$ cat config.mk
export PLATFORM = sky130hd
export DESIGN_NAME = peak_meter
export DESIGN_NICKNAME = d
export VERILOG_FILES = /design/src/rtl/peak_meter.sv
export SDC_FILE = /design/constraint.sdc
export NUM_CORES = 1
export LEC_CHECK = 0
export CAP_MARGIN = 40
export CORE_MARGIN = 1
export CORE_UTILIZATION = 50
export CTS_BUF_LIST = sky130_fd_sc_hd__clkbuf_8
export CTS_CLUSTER_SIZE = 10
export DETAILED_ROUTE_END_ITERATION = 8
export PLACE_DENSITY = 0.78
export SYNTH_ARGS = -nofsm -noshare
export SYNTH_HDL_FRONTEND = slang
export SYNTH_SLANG_ARGS = --single-unit
$ cat constraint.sdc
create_clock -name dclk -period 2.45 [get_ports dclk]
set_clock_uncertainty 0.15 [all_clocks]
set_input_delay 0.6125 -clock dclk [delete_from_list [all_inputs] [get_ports dclk]]
set_output_delay 0.6125 -clock dclk [all_outputs]
set_load 0.01 [all_outputs]
$ cat src/rtl/peak_meter.sv
// Multi-channel windowed peak detector: per-channel max magnitude and clip over 2^WIN_LOG2 accepted samples.
// Optional ballistic hold/decay of the published peak enabled by defining PEAK_METER_HOLD_DECAY_EN.
module peak_meter #(
  parameter int BUS_WIDTH = 6,
  parameter int NCH       = 2,
  parameter int WIN_LOG2  = 9,
  parameter int SIGNED    = 0
) (
  input  logic                     dclk,
  input  logic                     rst,
  input  logic [NCH*BUS_WIDTH-1:0] din,
  input  logic                     din_valid,
  input  logic                     clear,
  output logic [NCH*BUS_WIDTH-1:0] maxout,
  output logic                     maxout_valid,
  output logic [NCH-1:0]           clip
);

  localparam logic [BUS_WIDTH-1:0] ALL_ONES = '1;
  localparam logic [BUS_WIDTH-1:0] MOST_NEG = {1'b1, {(BUS_WIDTH-1){1'b0}}};
  localparam logic [BUS_WIDTH-1:0] MAX_POS  = ~MOST_NEG;

  logic [BUS_WIDTH-1:0] smp      [NCH];
  logic [BUS_WIDTH-1:0] mag      [NCH];
  logic [BUS_WIDTH-1:0] peak     [NCH];
  logic [BUS_WIDTH-1:0] run_max  [NCH];
  logic [NCH-1:0]       fullscale;
  logic [NCH-1:0]       run_clip;
  logic [WIN_LOG2-1:0]  count;
  logic                 win_close;

  always_comb begin
    for (int unsigned k = 0; k < NCH; k++) begin
      smp[k] = din[k*BUS_WIDTH +: BUS_WIDTH];
      if (SIGNED != 0) begin
        // Most negative code has no positive twin; saturate it to MAX_POS.
        if (smp[k] == MOST_NEG)
          mag[k] = MAX_POS;
        else if (smp[k][BUS_WIDTH-1])
          mag[k] = ~smp[k] + 1'b1;
        else
          mag[k] = smp[k];
        fullscale[k] = (smp[k] == MAX_POS) || (smp[k] == MOST_NEG);
      end else begin
        mag[k]       = smp[k];
        fullscale[k] = (smp[k] == ALL_ONES);
      end
      peak[k] = (mag[k] > run_max[k]) ? mag[k] : run_max[k];
    end
  end

  assign win_close = din_valid && !clear && (&count);

`ifdef PEAK_METER_HOLD_DECAY_EN
  logic [BUS_WIDTH-1:0] hold      [NCH];
  logic [BUS_WIDTH-1:0] hold_next [NCH];

  always_comb begin
    for (int unsigned k = 0; k < NCH; k++) begin
      if (peak[k] >= hold[k])
        hold_next[k] = peak[k];
      else if (hold[k] == '0)
        hold_next[k] = '0;
      else
        hold_next[k] = hold[k] - 1'b1;
    end
  end

  always_ff @(posedge dclk) begin
    if (rst) begin
      for (int unsigned k = 0; k < NCH; k++) hold[k] <= '0;
    end else if (win_close) begin
      for (int unsigned k = 0; k < NCH; k++) hold[k] <= hold_next[k];
    end
  end
`endif

  always_ff @(posedge dclk) begin
    if (rst) begin
      maxout       <= '0;
      maxout_valid <= 1'b0;
      clip         <= '0;
      run_clip     <= '0;
      count        <= '0;
      for (int unsigned k = 0; k < NCH; k++) run_max[k] <= '0;
    end else begin
      maxout_valid <= win_close;
      if (clear) begin
        // A sample arriving with clear becomes the first of the new window.
        count    <= din_valid ? WIN_LOG2'(1) : '0;
        run_clip <= din_valid ? fullscale : '0;
        for (int unsigned k = 0; k < NCH; k++)
          run_max[k] <= din_valid ? mag[k] : '0;
      end else if (din_valid) begin
        count <= count + 1'b1;
        if (win_close) begin
          clip     <= run_clip | fullscale;
          run_clip <= '0;
          for (int unsigned k = 0; k < NCH; k++) begin
`ifdef PEAK_METER_HOLD_DECAY_EN
            maxout[k*BUS_WIDTH +: BUS_WIDTH] <= hold_next[k];
`else
            maxout[k*BUS_WIDTH +: BUS_WIDTH] <= peak[k];
`endif
            run_max[k] <= '0;
          end
        end else begin
          run_clip <= run_clip | fullscale;
          for (int unsigned k = 0; k < NCH; k++) run_max[k] <= peak[k];
        end
      end
    end
  end

endmodule

Yosys cells after proc, flatten, opt, wreduce, memory -nomap -nowiden
Memories as Yosys holds them, arrays and structs flattened.
Index checks and enable logic that the tools add are counted.
Operators by class
  add/subtract/negate cells: 1
  magnitude comparators: 2
  equality and inequality tests: 2
  mux-type cells: 32
  bitwise operators: 8
  reduce and logical (&&, ||, !) cells: 6
Operator list (number)
  2-to-1 mux 6 bit: 10
  2-to-1 mux 9 bit: 2
  2-to-1 mux 1 bit: 16
  == test 6 bit, second input constant: 2
  > comparator 6 bit: 2
  adder 9 x 1 -> 9 bit, second input constant: 1
  AND reduction 9 bit: 1
  2-to-1 mux 2 bit: 4
  bitwise OR 1 bit: 6
  AND reduction 3 bit: 1
  logical AND 1 bit: 2
  bitwise OR 2 bit: 1
  nonzero test 2 bit: 1
  logical NOT 1 bit: 1
  inverter 1 bit: 1
Storage, ports and cells
  register bits after elaboration: 26
  bits in writable memories: 12
  output and inout bits: 15
  logic and storage cells: 57
  memories: 1
Memories
  run_max: words 2, bits a word 6, rd ports 2, clocked after Yosys merged registers in 0, wr ports 2, line 26  | logic [BUS_WIDTH-1:0] run_max [NCH];

Longest topological paths before layout
  depth after elaboration: 10
  gate-level depth with buffers: 10
  mapped depth without buffers: 9

Worst setup path after synthesis
Ideal clock, no wire load.
  kind: input-to-reg
  start point: in din[5]
  end point: mem run_max[0][0], data pin
  data arrival time: 1.970 ns
  required time: 2.044 ns
  slack: 0.074 ns
  stages on the path: 6
  buffers on the path: 1
  cells stage by stage: ha_1 nand4_1 o221a_2 clkbuf_1 o21a_1 a22o_1
RTL lines
  start: declaration: line 11  | input logic [NCH*BUS_WIDTH-1:0] din,
  end: declaration: line 26

==> metrics.md <==
| Metric | Value |
|---|---|
| Status | completed |
| Port Buffer Count | 30 |
| Max Buffers Root-to-Sink | 2 |
| Post-DP Area | 0.002620 sq mm |
| Final Hold Vio Count | 0 |
| Worst Tran Pin Value | 0.4971 ns |
| CTS tree | built |
| First-pass GRT wire length | 8128 um |
| Sink Count | 38 |
| Max capacitance violation total | 0 |
| Worst flop-to-flop path endpoint | maxout[11] |
| Reg clk slew, reported paths | 0.08 ns |
| Worst skew pair latency | 0.29 ns |
| # rows | 22 |
| Minimum clock period | 2.390 ns |
| Share of layout cells above drive strength 1 | 0.1882 |
| Register-to-Register Path Depth | 9 |
| Total CTS buffers | 5 |
| Worst VDD drop | 0.3578 mV |
| Final setup viols | 0 |
| Synth top area cells | dfxtp_1 (25%), edfxtp_1 (17%), ha_1 (8.5%), nor2_1 (7.5%), a22o_1 (5.1%) |
| Die Height | 66.26 um |
| Syn Nets | 255 |
| Netlist cell types | 34 |
| DRT antenna net count | 0 |
| Synth area leader | dfxtp_1 |
| First DRT Iteration DRCs | 138 |
| Overall routing resource usage | 0.2485 |
| Worst hold start | clip[0] |
| Worst setup margin | 0.06049 ns |
| Initial antenna violation count | 0 |
| Area fraction of the dominant cell type after synthesis | 0.2521 |
| DRC viols | 0 |
| Area growth syn-to-layout | 35.88% |
| Post-CTS Setup Bufs | 0 |
| Period utilization | 0.9753 |
| Layout fillers | 295 |
| Post-Syn Area | 0.002064 sq mm |
| Initial Util | 0.5435 |
| Layout Cell Area excl Fill | 0.002805 sq mm |
| Synthesis-stage register bit count | 38 |
| Pre-CTS setup slack | -0.3232 ns |
| Core area | 0.003799 sq mm |
| Crit path required time | 2.35 ns |
| Crit Path Class | in2reg |
| Die area | 0.004390 sq mm |
| CTS root buf | clkbuf_8 |
| P_leak | 0.001164 uW |
| EDFF count, synth | 12 |
| Largest net degree at the start of global routing | 21 |
| Grt ovf | 0 |
| TNS Setup | 0 ns |
| Slew headroom | 0.6686 |
| Initial DRT Pass Iterations | 4 |
| RD Place Congestion | 0.8948 |
| Ys Warns | 0 |
| Sequential-to-total area share from yosys stat | 0.4267 |
| Critical path startpoint category | primary input |
| Vias in the first global route | 1862 |
| Worst reg2reg setup slack | 0.08 ns |
| Cells after Synth | 225 |
| Syn Area/Cell | 9.175 sq um |
| CP arrival | 2.29 ns |
| Nets | 316 |
| DP HPWL | 3648 um |
| Setup crit end kind | register |
| Crit Path Max Fanout | 10 |
| Routed via count | 1954 |
| DR vias/cell | 5.833 |
| Hold Crit Class | reg2reg |
| Wirelength per Cell | 15.94 um |
| WL final | 5340 um |
| Asr flop ratio synth | 0 |
| Multi-input logic area | 0.001171 sq mm |
| Hold Crit Endpoint | clip[0] |
| CP Launch Point | din[5] |
| Htree depth | 2 |
| PwrDens | 496.6 mW/mm^2 |
| Hold Path Stages | 2 |
| Fin. max-slew vios | 0 |
| Predominant post-synthesis flop cell | dfxtp_1 |
| ANT cells | 0 |
| Register area | 880.8 sq um |
| Hold buffer count at CTS | 0 |
| IO Pins | 31 |
| Synth cell count leaders | nor2_1 (41), dfxtp_1 (26), inv_1 (15) |
| Top-count cell post-synth | nor2_1 |
| R2r startpoint | count[2] |
| Peak Freq | 418.5 MHz |
| Die width | 66.26 um |
what timing repair did:
item                                    4_1_cts  5_1_grt
gates cloned                                  0        1
pin swaps                                     0        8
resized for setup                             3       14
endpoints found under the setup margin        6       23
through the flow:
step           hold WS, ns    util  total power (uW)  cells
6_report            0.3478  0.7385              1393    335
4_1_cts             0.3526  0.7177              1366    334
5_1_grt             0.3901  0.7385              1451    335
3_5_place_dp        0.3349  0.6897             917.8    326
3_3_place_gp        0.3167  0.6897             913.4    326
2_1_floorplan       0.3052       -             807.3    225
layout make-up:
cell class              count  share of cell area
well taps                  48             0.02141
multi-input cells         165              0.4175
repair buffers             61              0.1936
clock buffers               6             0.02944
inverters                  15             0.02007
clock inverters             2            0.004014
flip-flops and latches     38              0.3140
logic make-up (layout without fill, tap and decap cells):
family / Yosys count / in the layout / synth area share
AND/OR/NAND/NOR: 98 / 98 / 0.2327
AO/OA/AOI/OAI: 43 / 44 / 0.1709
flip-flops: 38 / 38 / 0.4267
buffers and inverters: 23 / 84 / 0.04545
adder cells (fa/ha/maj): 14 / 14 / 0.08485
XOR/XNOR: 7 / 7 / 0.02970
multiplexers: 2 / 2 / 0.009697
critical path, cell delays in order:
cell	delay (ns)
clkdlybuf4s50_1	0.43
ha_1	0.32
nand4_1	0.14
o221a_4	0.34
o21a_2	0.25
a22o_1	0.18
state kept, by name (all words and copies together) (netlist names):
register,flops
clip,2
count,9
maxout,12
maxout_valid,1
run_clip,2
run_max,12
layer usage:
layer	wire length (um)	GRT usage
met4	163	0.1197
met3	344	0.06724
met5	0	0
met1	2158	0.3013
met2	2674	0.4043
report_power, final:
group	switching [uW]	total, uW	internal [uW]
logic	134	258	124
registers	14.5	684	670
clock network	224	451	227
how the worst max path moves through the flow:
stage / endpoint / slack [ns] / depth (start not counted)
after floorplan: run_max[0][0] / 0.07 / 6
after global placement: run_max[0][0] / -0.25 / 6
after detailed placement: run_max[0][8] / -0.32 / 6
after CTS: run_max[0][8] / 0.01 / 6
after global routing: maxout[11] / -0.04 / 9
final: run_max[0][3] / 0.06 / 6
cells in the final DEF (no fill, tap or decap), types with 2 or more instances in the layout:
master	Yosys	routed
nor2_1	41	39
buf_4	0	31
dfxtp_1	26	26
clkdlybuf4s50_1	0	26
inv_1	15	15
and3_1	12	12
a22o_1	12	12
ha_1	14	12
edfxtp_1	12	12
or3_1	11	11
nand2_1	10	10
o211ai_1	10	10
nor3_1	9	9
nand4_1	7	7
a21oi_1	7	6
xor2_1	6	6
clkbuf_8	0	6
dlymetal6s2s_1	0	4
nor2_4	0	2
o221a_4	0	2
o31ai_4	2	2
o21ai_1	1	2
a32oi_1	2	2
mux2i_1	2	2
o21bai_1	2	2
o21a_1	4	2
ha_4	0	2
Note: power is estimated with default switching activity, not from simulation.
